## src/rtl/topk_pkg.sv

```systemverilog
// +----------------------------------------------------------------------+
// | topk_pkg: shared types and helpers for the top-k launch scheduler.   |
// | Rev 1.0                                                              |
// +----------------------------------------------------------------------+
`default_nettype none

package topk_pkg;

    localparam int MAX_SLOTS = 8;

    typedef enum logic [1:0] {
        S_IDLE   = 2'd0,
        S_GATHER = 2'd1,
        S_ISSUE  = 2'd2
    } sched_state_t;

    typedef struct packed {
        logic [5:0] len;
        logic [5:0] k;
        logic       sign;
    } sched_key_t;

    typedef struct packed {
        logic                         valid;
        logic [3:0]                   group;
        logic [MAX_SLOTS-1:0][2:0]    req;
    } sched_tag_t;

    function automatic logic len_is_legal(input logic [5:0] len);
        return (len == 6'd4) || (len == 6'd8) || (len == 6'd16) || (len == 6'd32);
    endfunction

    // Groups that fit in the 32-element sorter, limited by the requester count.
    function automatic logic [3:0] cap_for_len(input logic [5:0] len, input int num_req);
        logic [3:0] slots;
        case (len)
            6'd4:    slots = 4'd8;
            6'd8:    slots = 4'd4;
            6'd16:   slots = 4'd2;
            default: slots = 4'd1;
        endcase
        return (int'(slots) < num_req) ? slots : 4'(num_req);
    endfunction

endpackage

`default_nettype wire

```

## src/rtl/topk_rr_arbiter.sv

```systemverilog
// +----------------------------------------------------------------------+
// | topk_rr_arbiter: round-robin grant plus rotated priority order.      |
// | Rev 1.0                                                              |
// +----------------------------------------------------------------------+
`default_nettype none

module topk_rr_arbiter #(
    parameter int NUM_REQ = 4,
    parameter int IDX_W   = $clog2(NUM_REQ)
) (
    input  logic [NUM_REQ-1:0]            req_i,
    input  logic [IDX_W-1:0]              ptr_i,
    output logic [NUM_REQ-1:0]            grant_o,
    output logic [IDX_W-1:0]              grant_idx_o,
    output logic                          any_o,
    output logic [NUM_REQ-1:0][IDX_W-1:0] order_o
);

    logic [3:0] pos;

    always_comb begin
        grant_o     = '0;
        grant_idx_o = '0;
        any_o       = 1'b0;
        order_o     = '0;
        pos         = '0;
        for (int i = 0; i < NUM_REQ; i++) begin
            pos = 4'(ptr_i) + 4'(i);
            if (pos >= 4'(NUM_REQ)) begin
                pos = pos - 4'(NUM_REQ);
            end
            order_o[i] = pos[IDX_W-1:0];
            if (!any_o && req_i[pos[IDX_W-1:0]]) begin
                any_o                       = 1'b1;
                grant_idx_o                 = pos[IDX_W-1:0];
                grant_o[pos[IDX_W-1:0]]     = 1'b1;
            end
        end
    end

endmodule

`default_nettype wire

```

## src/rtl/topk_launch_scheduler.sv

```systemverilog
// +----------------------------------------------------------------------+
// | topk_launch_scheduler: packs same-key requests into sorter launches  |
// | and tags results. Optional macro: TOPK_SCHED_PERF_EN (perf counters).|
// | Rev 1.0                                                              |
// +----------------------------------------------------------------------+
`default_nettype none

module topk_launch_scheduler
    import topk_pkg::*;
#(
    parameter int NUM_REQ      = 4,
    parameter int ID_W         = 4,
    parameter int SORT_LATENCY = 6,
    parameter int GATHER_WAIT  = 4
) (
    input  logic                              clk_i,
    input  logic                              rst_i,
    input  logic [NUM_REQ-1:0]                req_valid_i,
    output logic [NUM_REQ-1:0]                req_ready_o,
    input  logic [NUM_REQ-1:0][5:0]           req_len_i,
    input  logic [NUM_REQ-1:0][5:0]           req_k_i,
    input  logic [NUM_REQ-1:0]                req_sign_i,
    input  logic [NUM_REQ-1:0][ID_W-1:0]      req_id_i,
    output logic                              sort_valid_o,
    output logic [5:0]                        sort_length_o,
    output logic [3:0]                        sort_group_o,
    output logic [5:0]                        sort_k_o,
    output logic                              sort_sign_o,
    output logic [MAX_SLOTS-1:0][2:0]         slot_src_o,
    output logic                              rsp_valid_o,
    output logic [3:0]                        rsp_group_o,
    output logic [MAX_SLOTS-1:0][2:0]         rsp_req_o,
    output logic [MAX_SLOTS-1:0][ID_W-1:0]    rsp_id_o,
    output logic                              err_o,
    output logic [2:0]                        err_req_o
`ifdef TOPK_SCHED_PERF_EN
    ,
    output logic [31:0]                       perf_launch_o,
    output logic [31:0]                       perf_lists_o
`endif
);

    localparam int IDX_W = $clog2(NUM_REQ);
    localparam int CNT_W = (GATHER_WAIT > 1) ? $clog2(GATHER_WAIT) : 1;

    typedef struct packed {
        sched_tag_t                      meta;
        logic [MAX_SLOTS-1:0][ID_W-1:0]  id;
    } tag_t;

    sched_state_t                   state_q, state_d;
    logic [IDX_W-1:0]               rr_q, rr_d, leader_q, leader_d;
    sched_key_t                     key_q, key_d;
    logic [NUM_REQ-1:0]             mask_q, mask_d;
    logic [CNT_W-1:0]               cnt_q, cnt_d;
    tag_t [SORT_LATENCY-1:0]        pipe_q;
    tag_t                           tag_d;

    logic [IDX_W-1:0]               w_arb_ptr, w_gidx, w_idx;
    logic [NUM_REQ-1:0]             w_grant;
    logic                           w_any;
    logic [NUM_REQ-1:0][IDX_W-1:0]  w_order;
    logic [3:0]                     w_pop, w_cap;
    logic [5:0]                     w_lead_len, w_lead_k;

    function automatic logic [IDX_W-1:0] next_idx(input logic [IDX_W-1:0] x);
        return (x == IDX_W'(NUM_REQ - 1)) ? '0 : x + IDX_W'(1);
    endfunction

    // Leader search rotates from rr; once a leader exists, ordering is from the leader.
    assign w_arb_ptr = (state_q == S_IDLE) ? rr_q : leader_q;

    topk_rr_arbiter #(.NUM_REQ(NUM_REQ), .IDX_W(IDX_W)) u_arb (
        .req_i       (req_valid_i),
        .ptr_i       (w_arb_ptr),
        .grant_o     (w_grant),
        .grant_idx_o (w_gidx),
        .any_o       (w_any),
        .order_o     (w_order)
    );

    assign w_lead_len = req_len_i[w_gidx];
    assign w_lead_k   = req_k_i[w_gidx];

    always_comb begin
        state_d       = state_q;
        rr_d          = rr_q;
        leader_d      = leader_q;
        key_d         = key_q;
        mask_d        = mask_q;
        cnt_d         = cnt_q;
        tag_d         = '0;
        req_ready_o   = '0;
        err_o         = 1'b0;
        err_req_o     = '0;
        sort_valid_o  = 1'b0;
        sort_length_o = '0;
        sort_group_o  = '0;
        sort_k_o      = '0;
        sort_sign_o   = 1'b0;
        slot_src_o    = '0;
        w_idx         = '0;
        w_pop         = '0;
        w_cap         = cap_for_len(key_q.len, NUM_REQ);

        unique case (state_q)
            S_IDLE: begin
                if (w_any && !rst_i) begin
                    if (!len_is_legal(w_lead_len) || (w_lead_k == 6'd0) || (w_lead_k > w_lead_len)) begin
                        req_ready_o = w_grant;
                        err_o       = 1'b1;
                        err_req_o   = 3'(w_gidx);
                        rr_d        = next_idx(w_gidx);
                    end else begin
                        key_d    = '{len: w_lead_len, k: w_lead_k, sign: req_sign_i[w_gidx]};
                        leader_d = w_gidx;
                        mask_d   = w_grant;
                        cnt_d    = '0;
                        state_d  = (cap_for_len(w_lead_len, NUM_REQ) == 4'd1) ? S_ISSUE : S_GATHER;
                    end
                end
            end

            S_GATHER: begin
                for (int i = 0; i < NUM_REQ; i++) begin
                    if (mask_q[i]) begin
                        w_pop = w_pop + 4'd1;
                    end
                end
                for (int i = 0; i < NUM_REQ; i++) begin
                    w_idx = w_order[i];
                    if (req_valid_i[w_idx] && !mask_d[w_idx] && (w_pop < w_cap) &&
                        (req_len_i[w_idx] == key_q.len) && (req_k_i[w_idx] == key_q.k) &&
                        (req_sign_i[w_idx] == key_q.sign)) begin
                        mask_d[w_idx] = 1'b1;
                        w_pop         = w_pop + 4'd1;
                    end
                end
                if ((w_pop == w_cap) || (cnt_q == CNT_W'(GATHER_WAIT - 1))) begin
                    state_d = S_ISSUE;
                end else begin
                    cnt_d = cnt_q + CNT_W'(1);
                end
            end

            S_ISSUE: begin
                for (int i = 0; i < NUM_REQ; i++) begin
                    w_idx = w_order[i];
                    if (mask_q[w_idx]) begin
                        slot_src_o[w_pop[2:0]] = 3'(w_idx);
                        tag_d.id[w_pop[2:0]]   = req_id_i[w_idx];
                        w_pop                  = w_pop + 4'd1;
                    end
                end
                sort_valid_o   = 1'b1;
                sort_length_o  = key_q.len;
                sort_k_o       = key_q.k;
                sort_sign_o    = key_q.sign;
                sort_group_o   = w_pop;
                req_ready_o    = mask_q;
                tag_d.meta     = '{valid: 1'b1, group: w_pop, req: slot_src_o};
                rr_d           = next_idx(leader_q);
                mask_d         = '0;
                state_d        = S_IDLE;
            end

            default: state_d = S_IDLE;
        endcase
    end

    always_ff @(posedge clk_i or posedge rst_i) begin
        if (rst_i) begin
            state_q  <= S_IDLE;
            rr_q     <= '0;
            leader_q <= '0;
            key_q    <= '0;
            mask_q   <= '0;
            cnt_q    <= '0;
            pipe_q   <= '0;
        end else begin
            state_q  <= state_d;
            rr_q     <= rr_d;
            leader_q <= leader_d;
            key_q    <= key_d;
            mask_q   <= mask_d;
            cnt_q    <= cnt_d;
            pipe_q[0] <= tag_d;
            for (int i = 1; i < SORT_LATENCY; i++) begin
                pipe_q[i] <= pipe_q[i-1];
            end
        end
    end

    assign rsp_valid_o = pipe_q[SORT_LATENCY-1].meta.valid;
    assign rsp_group_o = pipe_q[SORT_LATENCY-1].meta.group;
    assign rsp_req_o   = pipe_q[SORT_LATENCY-1].meta.req;
    assign rsp_id_o    = pipe_q[SORT_LATENCY-1].id;

`ifdef TOPK_SCHED_PERF_EN
    logic [31:0] perf_launch_q, perf_lists_q;
    logic [32:0] w_lists_sum;

    assign w_lists_sum = {1'b0, perf_lists_q} + 33'(sort_group_o);

    always_ff @(posedge clk_i or posedge rst_i) begin
        if (rst_i) begin
            perf_launch_q <= '0;
            perf_lists_q  <= '0;
        end else if (sort_valid_o) begin
            if (perf_launch_q != '1) begin
                perf_launch_q <= perf_launch_q + 32'd1;
            end
            perf_lists_q <= w_lists_sum[32] ? '1 : w_lists_sum[31:0];
        end
    end

    assign perf_launch_o = perf_launch_q;
    assign perf_lists_o  = perf_lists_q;
`else
    // Performance counters are not built in this configuration.
`endif

endmodule

`default_nettype wire

```

## config.mk

```make
export PLATFORM = sky130hd
export DESIGN_NAME = topk_launch_scheduler
export DESIGN_NICKNAME = d
export VERILOG_FILES = /design/src/rtl/topk_pkg.sv /design/src/rtl/topk_rr_arbiter.sv /design/src/rtl/topk_launch_scheduler.sv
export SDC_FILE = /design/constraint.sdc
export NUM_CORES = 1
export LEC_CHECK = 0
export CAP_MARGIN = 20
export CORE_MARGIN = 10
export CORE_UTILIZATION = 35
export DETAILED_ROUTE_END_ITERATION = 10
export PLACE_DENSITY = 0.59
export SKIP_CTS_REPAIR_TIMING = 1
export SLEW_MARGIN = 30
export SYNTH_ARGS = -nofsm -noshare
export SYNTH_HDL_FRONTEND = slang
export SYNTH_SLANG_ARGS = --single-unit
export TNS_END_PERCENT = 5
```

## constraint.sdc

```tcl
create_clock -name clk_i -period 31.9 [get_ports clk_i]
set_input_delay 6.38 -clock clk_i [delete_from_list [all_inputs] [get_ports clk_i]]
set_output_delay 6.38 -clock clk_i [all_outputs]
set_load 0.005 [all_outputs]
```

After elaboration in Yosys (flattened, before gate mapping)
Index checks and enable logic that the tools add are counted.
W data, S select, Z words.
{"block": "totals", "register_bits": 391, "inputBits": 74, "output_inout_bits": 111}
{"block": "op_classes", "add_sub_neg": 20, "magnitude_cmp": 26, "n_eq_ne": 31, "n_mux": 187, "bitwise_logic": 8, "n_reduce_logical": 56}
{"op": "$mux W4", "n": 51}
{"op": "$mux W32", "n": 5}
{"op": "$mux W24", "n": 6}
{"op": "$bmux W6 S2", "n": 10}
{"op": "$bwmux W32", "n": 3}
{"op": "$bwmux W24", "n": 3}
{"op": "$mux W6", "n": 12}
{"op": "$mux W61", "n": 1}
{"op": "$eq A6 B6 Y1", "n": 8}
{"op": "$mux W2", "n": 24}
{"op": "$add A4 B1 Y4 const B", "n": 10}
{"op": "$demux W4 S3", "n": 3}
{"op": "$pmux W4 S3", "n": 3}
{"op": "$bmux W1 S2", "n": 16}
{"op": "$bmux W4 S2", "n": 4}
{"op": "$logic_and A1 B1 Y1", "n": 31}
{"op": "$mux W1", "n": 31}
{"op": "$or A4 B4 Y4", "n": 7}
{"op": "$demux W3 S3", "n": 3}
{"op": "$lt A4 B4 Y1", "n": 4}
{"op": "$lt A2 B3 Y1 const B", "n": 5}
{"op": "$eq A6 B3 Y1 const B", "n": 2}
{"op": "$eq A6 B4 Y1 const B", "n": 2}
{"op": "$eq A6 B5 Y1 const B", "n": 2}
{"op": "other kinds (32)", "n": 82}

Logic depth before layout (Yosys ltp)
Gate-level depths: netlist of the first run.
{"block": "depth", "word_depth": 52, "mapped_depth": 42, "ltp_nobuf": 40}

Cells and area by module
A second synthesis of the first run with hierarchy kept.
{"block": "hier_totals", "hier_cells": 1240, "hier_area_um2": 16191.8}
{"module": "topk_launch_scheduler", "n_inst": 1, "cells_each": 1191, "area_each_um2": 15738.8}
{"module": "topk_rr_arbiter", "n_inst": 1, "cells_each": 49, "area_each_um2": 452.9}

Least setup slack after synthesis of the first run
OpenSTA, ideal clock, no wires.
{"block": "synth_timing", "path_kind": "input-to-output", "start": "input port req_valid_i[0]", "end": "output port req_ready_o[2]", "arrival_ns": 10.204, "required_ns": 25.520, "slack_ns": 15.316, "cell_stages": 19, "cell_sequence": "mux2i_1 nor2_1 nor2_1 nor2_1 o31ai_2 buf_2 buf_1 o21ai_0 ha_1 nor2b_1 o21a_1 o21a_1 o21ai_0 nand2b_1 a21oi_1 a31oi_1 nor4_1 nor2_1 a22o_1"}
{"block": "synth_between", "elab_chain_len": 24, "elab_cells_between_ends": 49, "cone_classes": "order compare (1); eq/ne (4); mux (27); bitwise (3); reduce/logical (14)"}
{"element": "from (decl)", "line": "topk_launch_scheduler.sv:18", "text": "input logic [NUM_REQ-1:0] req_valid_i,"}
{"element": "$bmux W1 S2", "line": "topk_rr_arbiter.sv:33", "text": "if (!any_o && req_i[pos[IDX_W-1:0]]) begin"}
{"element": "$mux W1 (implied by the code)", "line": "topk_rr_arbiter.sv:33"}
{"element": "$mux W1", "line": "topk_rr_arbiter.sv:33"}
{"element": "$logic_not A1 Y1", "line": "topk_rr_arbiter.sv:33"}
{"element": "$logic_and A1 B1 Y1", "line": "topk_rr_arbiter.sv:33"}
{"element": "$mux W1", "line": "topk_rr_arbiter.sv:33"}
{"element": "$logic_not A1 Y1", "line": "topk_rr_arbiter.sv:33"}
{"element": "$logic_and A1 B1 Y1", "line": "topk_rr_arbiter.sv:33"}
{"element": "[... 5 more ...]"}
{"element": "$mux W6 (implied by the code)", "line": "topk_launch_scheduler.sv:82", "text": "assign w_lead_len = req_len_i[w_gidx];"}
{"element": "$eq A6 B3 Y1 / $eq A6 B4 Y1 (equally long branches)", "line": "topk_pkg.sv:30", "text": "return (len == 6'd4) || (len == 6'd8) || (len == 6'd16) || (len == 6'd32);"}
{"element": "$logic_or A1 B1 Y1 (3 in a row)", "line": "topk_pkg.sv:30"}
{"element": "$logic_not A1 Y1", "line": "topk_launch_scheduler.sv:109", "text": "if (!len_is_legal(w_lead_len) || (w_lead_k == 6'd0) || (w_lead_k > w_lead_len)) begin"}
{"element": "$logic_or A1 B1 Y1 (2 in a row)", "line": "topk_launch_scheduler.sv:109"}
{"element": "$mux W4", "line": "topk_launch_scheduler.sv:109"}
{"element": "$mux W4 (*)", "line": "topk_launch_scheduler.sv:108", "text": "if (w_any && !rst_i) begin"}
{"element": "$pmux W4 S2 (*)", "line": "topk_launch_scheduler.sv:106", "text": "unique case (state_q)"}
{"element": "to (decl)", "line": "topk_launch_scheduler.sv:19", "text": "output logic [NUM_REQ-1:0] req_ready_o,"}
Mark *: on every way between the ends. The rest lies on a longest branch, timed or not. The select of a mux whose other input is x is not followed.

Worst setup path in the final report of the first run
{"block": "layout_timing", "start": "input port req_valid_i[0]", "end": "output port req_ready_o[2]"}
{"block": "layout_between", "elab_cells_between_ends": 49, "cone_classes": "order compare (1); eq/ne (4); mux (27); bitwise (3); reduce/logical (14)"}
{"element": "$bmux W1 S2", "line": "topk_rr_arbiter.sv:33"}
{"element": "$mux W1 (implied by the code)", "line": "topk_rr_arbiter.sv:33"}
{"element": "$mux W1", "line": "topk_rr_arbiter.sv:33"}
{"element": "$logic_not A1 Y1", "line": "topk_rr_arbiter.sv:33"}
{"element": "$logic_and A1 B1 Y1", "line": "topk_rr_arbiter.sv:33"}
{"element": "$mux W1", "line": "topk_rr_arbiter.sv:33"}
{"element": "$logic_not A1 Y1", "line": "topk_rr_arbiter.sv:33"}
{"element": "$logic_and A1 B1 Y1", "line": "topk_rr_arbiter.sv:33"}
{"element": "[... 4 more ...]"}
{"element": "$bmux W6 S2 (*)", "line": "topk_launch_scheduler.sv:83", "text": "assign w_lead_k = req_k_i[w_gidx];"}
{"element": "$mux W6 (implied by the code) (*)", "line": "topk_launch_scheduler.sv:83"}
{"element": "named net w_lead_k[1]", "line": "topk_launch_scheduler.sv:64", "text": "logic [5:0] w_lead_len, w_lead_k;"}
{"element": "parallel branches: the longest is 2 deep, another holds $gt A6 B6 Y1"}
{"element": "$logic_or A1 B1 Y1 (*)", "line": "topk_launch_scheduler.sv:109"}
{"element": "$mux W4 (*)", "line": "topk_launch_scheduler.sv:109"}
{"element": "$mux W4 (*)", "line": "topk_launch_scheduler.sv:108"}
{"element": "$pmux W4 S2 (*)", "line": "topk_launch_scheduler.sv:106"}
Mark *: on every way through the listed nets, which the timed path passes. The select of a mux whose other input is x is not followed.

==> results by group, run 1 <==
Clock network
  • Clock Pin Slew Worst Setup and Hold Paths: 0.06 ns
  • Later-pin clock latency in the skew report: 0.53 ns
  • CTS Sinks: 343
  • Total clock buffers created by CTS: 36
  • Maximum count of clock buffers along a single path: 3
  • Clock tree from TritonCTS: yes
  • H-tree depth reported by CTS: 2
  • Root Buffer Master: sky130_fd_sc_hd__clkbuf_16

Status
  • Run status: finished, final reports clean

Worst setup path
  • Family with the most delay on the worst path: buffers and inverters
  • Critical Path RT: 25.52 ns
  • Arrival time reported for the critical path endpoint: 11.60 ns
  • Setup Crit Path Kind: in2out
  • Series of cell instances along the critical path: clkdlybuf4s50_1, mux2i_1, mux2i_1, o21ai_0, o31ai_4, buf_4, mux4_2, ha_1, nor2b_1, o21a_1, o21a_1, o21ai_0, nand2b_1, a21oi_1, a31oi_1, nor4_1, buf_4, nor2_1, a22o_1, clkdlybuf4s50_1
  • Delay of the slowest critical-path stage: roughly 0.76 ns
  • Slowest cell on crit path: sky130_fd_sc_hd__mux2i_1
  • Category of the worst setup path capture point: output port
  • Startpoint type of the worst setup path: input port
  • Sum of buffers and inverters on the critical path: 4
  • Max Fanout on Critical Path: 24

Min path
  • Worst hold path type: reg2reg

Drt
  • Detailed-route via count: 9,483
  • Wire length after detailed routing: around 38 mm
  • Detailed-router iteration count before antenna repair: 5
  • Number of design rule violations left after detail routing: 0
  • Antenna Nets Post-Route: 0
  • First DRT Iteration DRCs: 648
  • Average wire per cell in the routed design: 19.6 um
  • Detailed-route vias per instance: 4.93

Synth
  • Post-synthesis cell type count: 73
  • Post-Synthesis Cell Area: roughly 0.016 mm^2
  • Number of enable-type register cells in the synthesized netlist: 0
  • YS warnings: 0
  • Dominant synthesized flop cell: sky130_fd_sc_hd__dfrtp_1
  • Instance count of the mapped netlist: about 1,200
  • Async set-or-reset flop fraction in the synthesized netlist: 100%
  • Share of the yosys chip area belonging to registers: 55.2%
  • Post-synthesis average cell area: 12.8 um^2
  • Total of flip-flops plus latches after synthesis: ~340

Layout
  • Commonest non-fill, non-tap cells in the layout: sky130_fd_sc_hd__dfrtp_1 (343), sky130_fd_sc_hd__clkdlybuf4s50_1 (167), sky130_fd_sc_hd__nor2_1 (86)
  • Final std cells w/o fill: 1,922
  • Post-layout net count: 1,418
  • Area occupied by multi-input gates: 0.00600 mm^2
  • Share of post-route cells with drive strength above 1: about an eighth
  • Layout filler cell count: 4,157
  • FF+latch area: 0.00858 mm^2
  • Area delta synth->final: 18.9%
  • Commonest non-fill, non-tap cell in the layout: sky130_fd_sc_hd__dfrtp_1

Global route
  • Leftover overflow at the end of global routing: 0
  • Overall routing resource usage: 14.1%
  • Wire length of the first global-routing pass: 58.6 mm
  • Pin count of the biggest net entering global routing: 171
  • Antenna violations before repair: 2
  • Via count of the first global-routing pass: 9,731

Timing
  • Least-Margin Pin Slew: between 0.9 and 1 ns
  • Setup TNS Final: 0 ns
  • Maximum achievable frequency: about 56 MHz
  • Crit path setup slack, layout: 13.92 ns
  • Setup repair after global routing missed its margin: false
  • Max Transition Viols Final: 0
  • Ratio of final minimum period to clock period: a little under three fifths
  • Worst slew slack as a fraction of its limit: 37.0%
  • Layout Skew: 0.0148 ns
  • Final period demand of the worst path: 17.98 ns
  • Setup violations, final: 0
  • Final Hold Slack: 0.335 ns
  • Number of endpoints with negative hold slack in the final report: 0

Power
  • Worst ir drop on vdd: 0.152 mV
  • Leakage: 8.40 nW
  • Pwr/cell area: 115 mW/mm^2

Placed design
  • Post-place setup slack: 13.93 ns
  • Final HPWL DP: 27.2 mm
  • Total of buffers placed on input and output ports: 167
  • Gpl congestion: 0.866
  • Placed Cells incl. Taps: 1,857

Job
  • Number of max-cap violations: 0

Floorplan
  • Num rows: 77
  • Die Ht: 231 um
  • Die Width: around 230 um
  • Floorplan die area: 0.0533 mm^2
  • Number of I/O pins: 185
  • Initial Util: around a third
  • CORE AREA: about 0.044 mm^2
-- Yosys cell counts (all sizes together), types with 7 or more instances --
cell,instances,area [um^2]
dfrtp,343,8580
buf,110,790
nor2,86,323
mux2i,75,788
nand2,60,225
xnor2,60,526
mux4,56,1260
a21oi,42,210
clkbuf,42,158
ha,40,500
inv,34,130
mux2,23,259
o21ai,22,110
nand4,20,125
and2,17,106
nor3,17,95.1
a22oi,14,105
nand2b,14,87.6
nand3,11,55.1
xor2,11,96.3
a211oi,10,75.1
nor2b,8,50.1
a21o,7,52.6
and3,7,48.8
-- kinds of logic after synthesis --
kind of cell    count (synthesis)  share of synthesized area (%)
fa+ha+maj                      41                           3.35
flops                         343                           55.2
compound gates                152                           6.84
mux                           154                           14.8
buf+inv                       186                           6.93
xor+xnor                       73                           4.29
simple gates                  268                           8.53
other cells                     2                         0.0483
-- power by group --
group | switching (mW) | internal, mW
combinational | 0.680 | 0.505
sequential | 0.0296 | 0.479
clock | 0.171 | 0.263
total | 0.880 | 1.25
-- path summary, 6_finish.rpt --
| check | to | slack, ns | depth (start not counted) | from |
|---|---|---|---|---|
| setup / recovery | req_ready_o[2] | 13.92 | 20 | req_valid_i[0] |
| hold / removal | pipe_q[202] | 0.34 | 0 | pipe_q[141] |
| setup reg to reg | state_q[0] | 19.51 | 37 | state_q[0] |
| hold reg to reg | pipe_q[202] | 0.34 | 0 | pipe_q[141] |
| max in group asynchronous | rsp_id_o[29] | 24.22 | 3 | rst_i |
| min in group asynchronous | leader_q[1] | 6.38 | 2 | rst_i |
-- metal layers --
metal  part of all wire [%]  track usage [%]  wire (um)  vias to the layer above
li1                       -                -          -                     4341
met1                     41             17.5      15400                     4752
met2                     49             23.5      18500                      328
met3                    7.0             3.52       2630                       58
met4                    2.6             5.10        970                        4
met5                   0.10                0         38                        -
-- per-stage QoR --
step / cell area (um^2) / power [mW] / utilization, %
2_1_floorplan: 15600 / 1.38 / -
3_3_place_gp: 17200 / 1.70 / 39.0
3_5_place_dp: 17200 / 1.70 / 39.1
4_1_cts: 18500 / 2.15 / 41.9
5_1_grt: 18500 / 2.27 / 41.9
6_report: 18500 / 2.13 / 41.9
-- final cells by class --
| type | count | share of cell area [%] |
|---|---|---|
| clock inverter | 21 | 1.51 |
| tap | 592 | 4.00 |
| timing repair buffer | 180 | 9.65 |
| antenna | 1 | 0.0135 |
| clock buffer | 43 | 5.28 |
| sequential | 343 | 46.4 |
| inverter | 34 | 0.744 |
| multi-input combinational | 708 | 32.4 |
-- sequential cells by signal, indices dropped and copies added, names as in the netlist --
name	flops
key_q	13
pipe_q	265
rsp_id_o	32
cnt_q	2
rsp_group_o	4
mask_q	4
rsp_valid_o	1
rr_q	2
leader_q	2
rsp_req_o	16
state_q	2
No activity file was read; power rests on OpenSTA's default activity.
==> run 2: changes to the inputs <==
Clock period 31.9 ns to 18.3 ns, I/O delays scaled along.
==> run 2 against run 1 <==
Sequential share of layout area about the same. Die area did not move. Total power up 75%. Combinational power increased by 78%. Wire length decreased by 0.96%. Non-clock buffer count grew 3. First-iteration DRC count rose by 4.5%. Count of clock-buffer cells in the layout is 5 higher. Cell area hardly changed. Final cell count rose by 0.21%. Global-route usage is 0.23 points lower. Hold slack better by 0.0064 ns.
==> results by group, run 2 (synthesis gave the netlist of run 1 again) <==
Status
  • Run status: finished, final reports clean (unchanged)

Power
  • PnR Total Power: 3.73 mW (was 2.13 mW)
  • Leakage: 8.40 nW (about the same)
  • Worst ir drop on vdd: 0.212 mV (was 0.152 mV)
  • Pwr/cell area: 202 mW/mm^2 (was 115 mW/mm^2)

Floorplan
  • Die Width: 231 um (unchanged)
  • Die Ht: 231 um (unchanged)
  • Floorplan die area: 0.0533 mm^2 (unchanged)
  • CORE AREA: 0.0441 mm^2 (unchanged)
  • Number of I/O pins: 185 (unchanged)
  • Num rows: 77 (unchanged)
  • Initial Util: 35.3% (unchanged)

Timing
  • Crit path setup slack, layout: 5.46 ns (was 13.92 ns)
  • Worst slew slack as a fraction of its limit: 38.8% (was 37.0%)
  • Setup TNS Final: 0 ns (unchanged)
  • Ratio of final minimum period to clock period: 70.2%
  • Layout Skew: 0.0187 ns (was 0.0148 ns)
  • Number of endpoints with negative hold slack in the final report: 0 (unchanged)
  • Maximum achievable frequency: 77.9 MHz
  • Setup repair after global routing missed its margin: false (unchanged)
  • Setup violations, final: 0 (unchanged)
  • Max Transition Viols Final: 0 (unchanged)
  • Final Hold Slack: 0.342 ns (was 0.335 ns)
  • Least-Margin Pin Slew: 0.892 ns (was 0.918 ns)
  • Final period demand of the worst path: around 13 ns

Clock network
  • Clock Pin Slew Worst Setup and Hold Paths: 0.06 ns (about the same)
  • Clock tree from TritonCTS: yes (unchanged)
  • CTS Sinks: 343 (unchanged)
  • Later-pin clock latency in the skew report: 0.54 ns (was 0.53 ns)
  • Total clock buffers created by CTS: 36 (unchanged)
  • Maximum count of clock buffers along a single path: 3 (unchanged)
  • Root Buffer Master: sky130_fd_sc_hd__clkbuf_16 (unchanged)
  • H-tree depth reported by CTS: 2 (unchanged)

Worst setup path
  • Delay of the slowest critical-path stage: 0.74 ns (was 0.76 ns)
  • Most used cell, CP: sky130_fd_sc_hd__o21ai_0
  • Slowest cell on crit path: sky130_fd_sc_hd__mux2i_1 (unchanged)
  • Max Fanout on Critical Path: 24 (unchanged)
  • Setup Crit Path Kind: in2out (unchanged)
  • Startpoint type of the worst setup path: input port (unchanged)
  • Arrival time reported for the critical path endpoint: 9.18 ns (was 11.60 ns)
  • Series of cell instances along the critical path: clkdlybuf4s50_1, mux2i_1, mux2i_1, o21ai_0, o31ai_4, buf_4, mux4_2, ha_1, nor2b_1, o21a_1, o21a_1, o21ai_0, nand2b_1, a21oi_1, a31oi_1, nor4_1, buf_4, nor2_1, nand2_1, o21ai_0, clkdlybuf4s50_1 (was clkdlybuf4s50_1, mux2i_1, mux2i_1, o21ai_0, o31ai_4, buf_4, mux4_2, ha_1, nor2b_1, o21a_1, o21a_1, o21ai_0, nand2b_1, a21oi_1, a31oi_1, nor4_1, buf_4, nor2_1, a22o_1, clkdlybuf4s50_1)
  • Flop-to-flop setup slack: 7.81 ns (was 19.51 ns)
  • Category of the worst setup path capture point: output port (unchanged)
  • Critical Path RT: 14.64 ns (was 25.52 ns)

Drt
  • Detailed-route vias per instance: 4.83 (was 4.93)
  • First DRT Iteration DRCs: 677 (was 648)
  • Average wire per cell in the routed design: 19.3 um (was 19.6 um)
  • Antenna Nets Post-Route: 0 (unchanged)
  • Wire length after detailed routing: 37.2 mm (was 37.6 mm)
  • Detailed-router iteration count before antenna repair: 5 (unchanged)
  • Number of design rule violations left after detail routing: 0 (unchanged)
  • Detailed-route via count: 9,303 (was 9,483)

Layout
  • Share of post-route cells with drive strength above 1: 13.2% (was 13.0%)
  • Design area: 0.0185 mm^2 (about the same)
  • Layout filler cell count: 4,126 (was 4,157)
  • Final std cells w/o fill: 1,926 (was 1,922)
  • Max FFs per register: 265 (unchanged)
  • Commonest non-fill, non-tap cells in the layout: sky130_fd_sc_hd__dfrtp_1 (343), sky130_fd_sc_hd__clkdlybuf4s50_1 (167), sky130_fd_sc_hd__nor2_1 (86) (unchanged)
  • Area delta synth->final: 18.9% (about the same)
  • Commonest non-fill, non-tap cell in the layout: sky130_fd_sc_hd__dfrtp_1 (unchanged)
  • Share of the core filled with cells in the final layout: 41.9% (about the same)
  • Post-layout net count: 1,421 (was 1,418)
  • Register bank with the most flops: pipe_q (unchanged)

Global route
  • Pin count of the biggest net entering global routing: 92 (was 171)
  • Antenna violations before repair: 1 (was 2)
  • Wire length of the first global-routing pass: 57.7 mm (was 58.6 mm)
  • Leftover overflow at the end of global routing: 0 (unchanged)
  • Overall routing resource usage: 13.9% (was 14.1%)
  • Via count of the first global-routing pass: 9,725 (was 9,731)

Placed design
  • Final HPWL DP: 27.0 mm (was 27.2 mm)
  • Placed Cells incl. Taps: 1,860 (was 1,857)
  • Post-place setup slack: 5.62 ns (was 13.93 ns)
  • Area after detailed placement: 0.0172 mm^2 (about the same)
  • Total of buffers placed on input and output ports: 167 (unchanged)
  • Gpl congestion: 0.862 (was 0.866)

Min path
  • Worst hold path type: reg2reg (unchanged)

Job
  • Number of max-cap violations: 0 (unchanged)
run 2: path summary, 6_finish.rpt:
check / startpoint / to / cells past startpoint
worst max register to register: state_q[0] / state_q[0] / 37
worst max-delay path: req_valid_i[0] / req_ready_o[1] / 21
worst min-delay path: pipe_q[77] / pipe_q[138] / 0
min in group asynchronous: rst_i / leader_q[0] / 2
worst min register to register: pipe_q[77] / pipe_q[138] / 0
max in group asynchronous: rst_i / pipe_q[77] / 4
run 2: layout make-up:
type	instances	area (um^2)	area share, %
timing repair buffer	183	1800	9.75
clock inverter	17	215	1.16
clock buffer	48	1030	5.55
sequential	343	8580	46.4
antenna	1	2.50	0.0135
tap	592	741	4.01
multi-input combinational	708	5980	32.4
inverter	34	138	0.744
run 2: report_power, final:
group          switching (mW)  internal (mW)
Sequential             0.0501          0.836
Combinational            1.22          0.881
Clock                   0.299          0.444
Total                    1.57           2.16
run 2: routing by layer:
layer  GRT usage, %  share of wire [%]  vias up
li1               -                  -     4345
met5              0                  0        -
met1           16.7                 41     4626
met3           3.53                6.8       62
met2           23.5                 50      270
met4           5.57                2.8        0
run 2: critical path, delay by kind of cell:
family	cells	cell delay [ns]
mux	3	1.51
fa+ha+maj	1	0.32
simple gates	5	0.78
compound gates	8	1.15
buf+inv	4	1.73
==> run 3: changes to the inputs <==
Settings changed: PLACE_DENSITY 0.59 to 0.61.
Clock period 18.3 ns to 11.7 ns, I/O delays scaled along.
==> run 3 against run 2 <==
Sequential cell count stayed put. Critical endpoint is now cnt_q[1]. Global-route usage is 0.24 points lower. Count of clock-buffer cells in the layout is 3 lower. Wire length is 0.93% lower.
==> results by group, run 3 (synthesis gave the netlist of run 1 again) <==
Drt
  • Detailed-route via count: 9,438 (was 9,303)
  • Detailed-router iteration count before antenna repair: 5 (unchanged)
  • Antenna Nets Post-Route: 0 (unchanged)
  • Number of design rule violations left after detail routing: 0 (unchanged)
  • First DRT Iteration DRCs: 602 (was 677)
  • Detailed-route vias per instance: 4.90 (was 4.83)
  • Wire length after detailed routing: 36.9 mm (was 37.2 mm)
  • Average wire per cell in the routed design: 19.1 um (was 19.3 um)

Layout
  • Commonest non-fill, non-tap cells in the layout: sky130_fd_sc_hd__dfrtp_1 (343), sky130_fd_sc_hd__clkdlybuf4s50_1 (167), sky130_fd_sc_hd__nor2_1 (86) (unchanged)
  • Commonest non-fill, non-tap cell in the layout: sky130_fd_sc_hd__dfrtp_1 (unchanged)
  • Register bank with the most flops: pipe_q (unchanged)
  • Area delta synth->final: 18.9% (about the same)
  • Layout filler cell count: 4,090 (was 4,126)
  • Area occupied by multi-input gates: 0.00599 mm^2 (was 0.00598 mm^2)
  • Share of post-route cells with drive strength above 1: 13.3% (was 13.2%)
  • Max FFs per register: 265 (unchanged)
  • Post-layout net count: 1,425 (was 1,421)
  • # diodes: 0 (was 1)
  • FF+latch area: 0.00858 mm^2 (unchanged)

Timing
  • Number of endpoints with negative hold slack in the final report: 0 (unchanged)
  • Worst slew slack as a fraction of its limit: 36.0% (was 38.8%)
  • Ratio of final minimum period to clock period: between 90% and 100%
  • Maximum achievable frequency: 91.4 MHz
  • Final Hold Slack: 0.341 ns (was 0.342 ns)
  • Setup TNS Final: 0 ns (unchanged)
  • Setup violations, final: 0 (unchanged)
  • Least-Margin Pin Slew: 0.960 ns (was 0.892 ns)
  • Final period demand of the worst path: 10.94 ns
  • Layout Skew: 0.0210 ns (was 0.0187 ns)
  • Max Transition Viols Final: 0 (unchanged)
  • Setup repair after global routing missed its margin: false (unchanged)

Worst setup path
  • Critical Path RT: 12.12 ns (was 14.64 ns)
  • Category of the worst setup path capture point: register (was output port)
  • Slowest cell on crit path: sky130_fd_sc_hd__or4_1 (was sky130_fd_sc_hd__mux2i_1)
  • Setup Crit Path Kind: in2reg (was in2out)
  • Max Fanout on Critical Path: 9 (was 24)
  • Delay of the slowest critical-path stage: 0.54 ns (was 0.74 ns)
  • Arrival time reported for the critical path endpoint: 11.36 ns (was 9.18 ns)
  • Startpoint type of the worst setup path: input port (unchanged)

Placed design
  • Total of buffers placed on input and output ports: 167 (unchanged)
  • Gpl congestion: 0.909 (was 0.862)
  • Final HPWL DP: 27.0 mm (about the same)

Floorplan
  • Number of I/O pins: 185 (unchanged)
  • CORE AREA: 0.0441 mm^2 (unchanged)
  • Die Ht: 231 um (unchanged)
  • Initial Util: 35.3% (unchanged)
  • Num rows: 77 (unchanged)
  • Floorplan die area: 0.0533 mm^2 (unchanged)
  • Die Width: 231 um (unchanged)

Global route
  • Via count of the first global-routing pass: 9,758 (was 9,725)
  • Wire length of the first global-routing pass: 57.4 mm (was 57.7 mm)
  • Antenna violations before repair: 0 (was 1)
  • Overall routing resource usage: 13.7% (was 13.9%)
  • Leftover overflow at the end of global routing: 0 (unchanged)
  • Pin count of the biggest net entering global routing: 204 (was 92)

Clock network
  • Maximum count of clock buffers along a single path: 3 (unchanged)
  • Clock tree from TritonCTS: yes (unchanged)
  • Clock Pin Slew Worst Setup and Hold Paths: 0.06 ns (about the same)
  • CTS Sinks: 343 (unchanged)
  • Root Buffer Master: sky130_fd_sc_hd__clkbuf_16 (unchanged)
  • Later-pin clock latency in the skew report: 0.52 ns (was 0.54 ns)
  • H-tree depth reported by CTS: 2 (unchanged)
  • Total clock buffers created by CTS: 36 (unchanged)

Power
  • Pwr/cell area: 314 mW/mm^2 (was 202 mW/mm^2)
  • Leakage: 8.39 nW (was 8.40 nW)
  • Worst ir drop on vdd: 0.296 mV (was 0.212 mV)

Min path
  • Worst hold path type: reg2reg (unchanged)

Status
  • Run status: finished, final reports clean (unchanged)

Job
  • Number of max-cap violations: 0 (unchanged)
==> run 3: final cells by class <==
cell class / instances / area share, %
sequential: 343 / 46.4
inverter: 34 / 0.724
tap: 592 / 4.01
clock inverter: 19 / 1.12
multi-input combinational: 708 / 32.4
timing repair buffer: 187 / 10.1
clock buffer: 45 / 5.22
==> run 3: stage by stage <==
stage	cell area (um^2)	total power [mW]	cells	worst slack, ns	util [%]
6_report	18500	5.81	1928	0.765	41.9
5_1_grt	18500	6.18	1928	0.153	41.9
4_1_cts	18500	5.86	1927	0.824	41.8
3_5_place_dp	17300	4.71	1863	0.317	39.2
3_3_place_gp	17300	4.67	1863	0.752	39.2
2_1_floorplan	15600	3.76	1237	1.77	-
==> run 3: layer usage <==
| metal | vias up | track usage, % | part of all wire, % |
|---|---|---|---|
| met2 | 270 | 23.5 | 49 |
| li1 | 4360 | - | - |
| met3 | 61 | 3.32 | 6.3 |
| met5 | - | 0 | 0 |
| met1 | 4747 | 16.7 | 42 |
| met4 | 0 | 3.99 | 2.3 |
==> run 3: path summary, 6_finish.rpt <==
check                        startpoint          to  slack [ns]  cells after the start
setup / recovery           req_len_i[8]    cnt_q[1]        0.76                     33
hold / removal               pipe_q[28]  pipe_q[89]        0.34                      0
setup reg to reg             state_q[0]    cnt_q[1]        1.13                     36
hold reg to reg              pipe_q[28]  pipe_q[89]        0.34                      0
max in group asynchronous         rst_i  pipe_q[99]        7.30                      5
min in group asynchronous         rst_i    key_q[0]        2.28                      2
==> run 3: power by group <==
part	leakage (nW)	internal (mW)	switching, mW
registers	4.71	1.31	0.0815
logic	3.10	1.41	1.90
clock network	0.572	0.659	0.456
total	8.39	3.38	2.44
==> run 3: critical path: cells and delay by family <==
family	cells	cell delay (ns)
and+or+nand+nor	14	4.24
xor gates and xnor gates	4	0.80
AOI/OAI and AO/OA	9	2.25
muxes	1	0.50
buffers and inverters	2	0.58
adders and majority gates	3	0.62
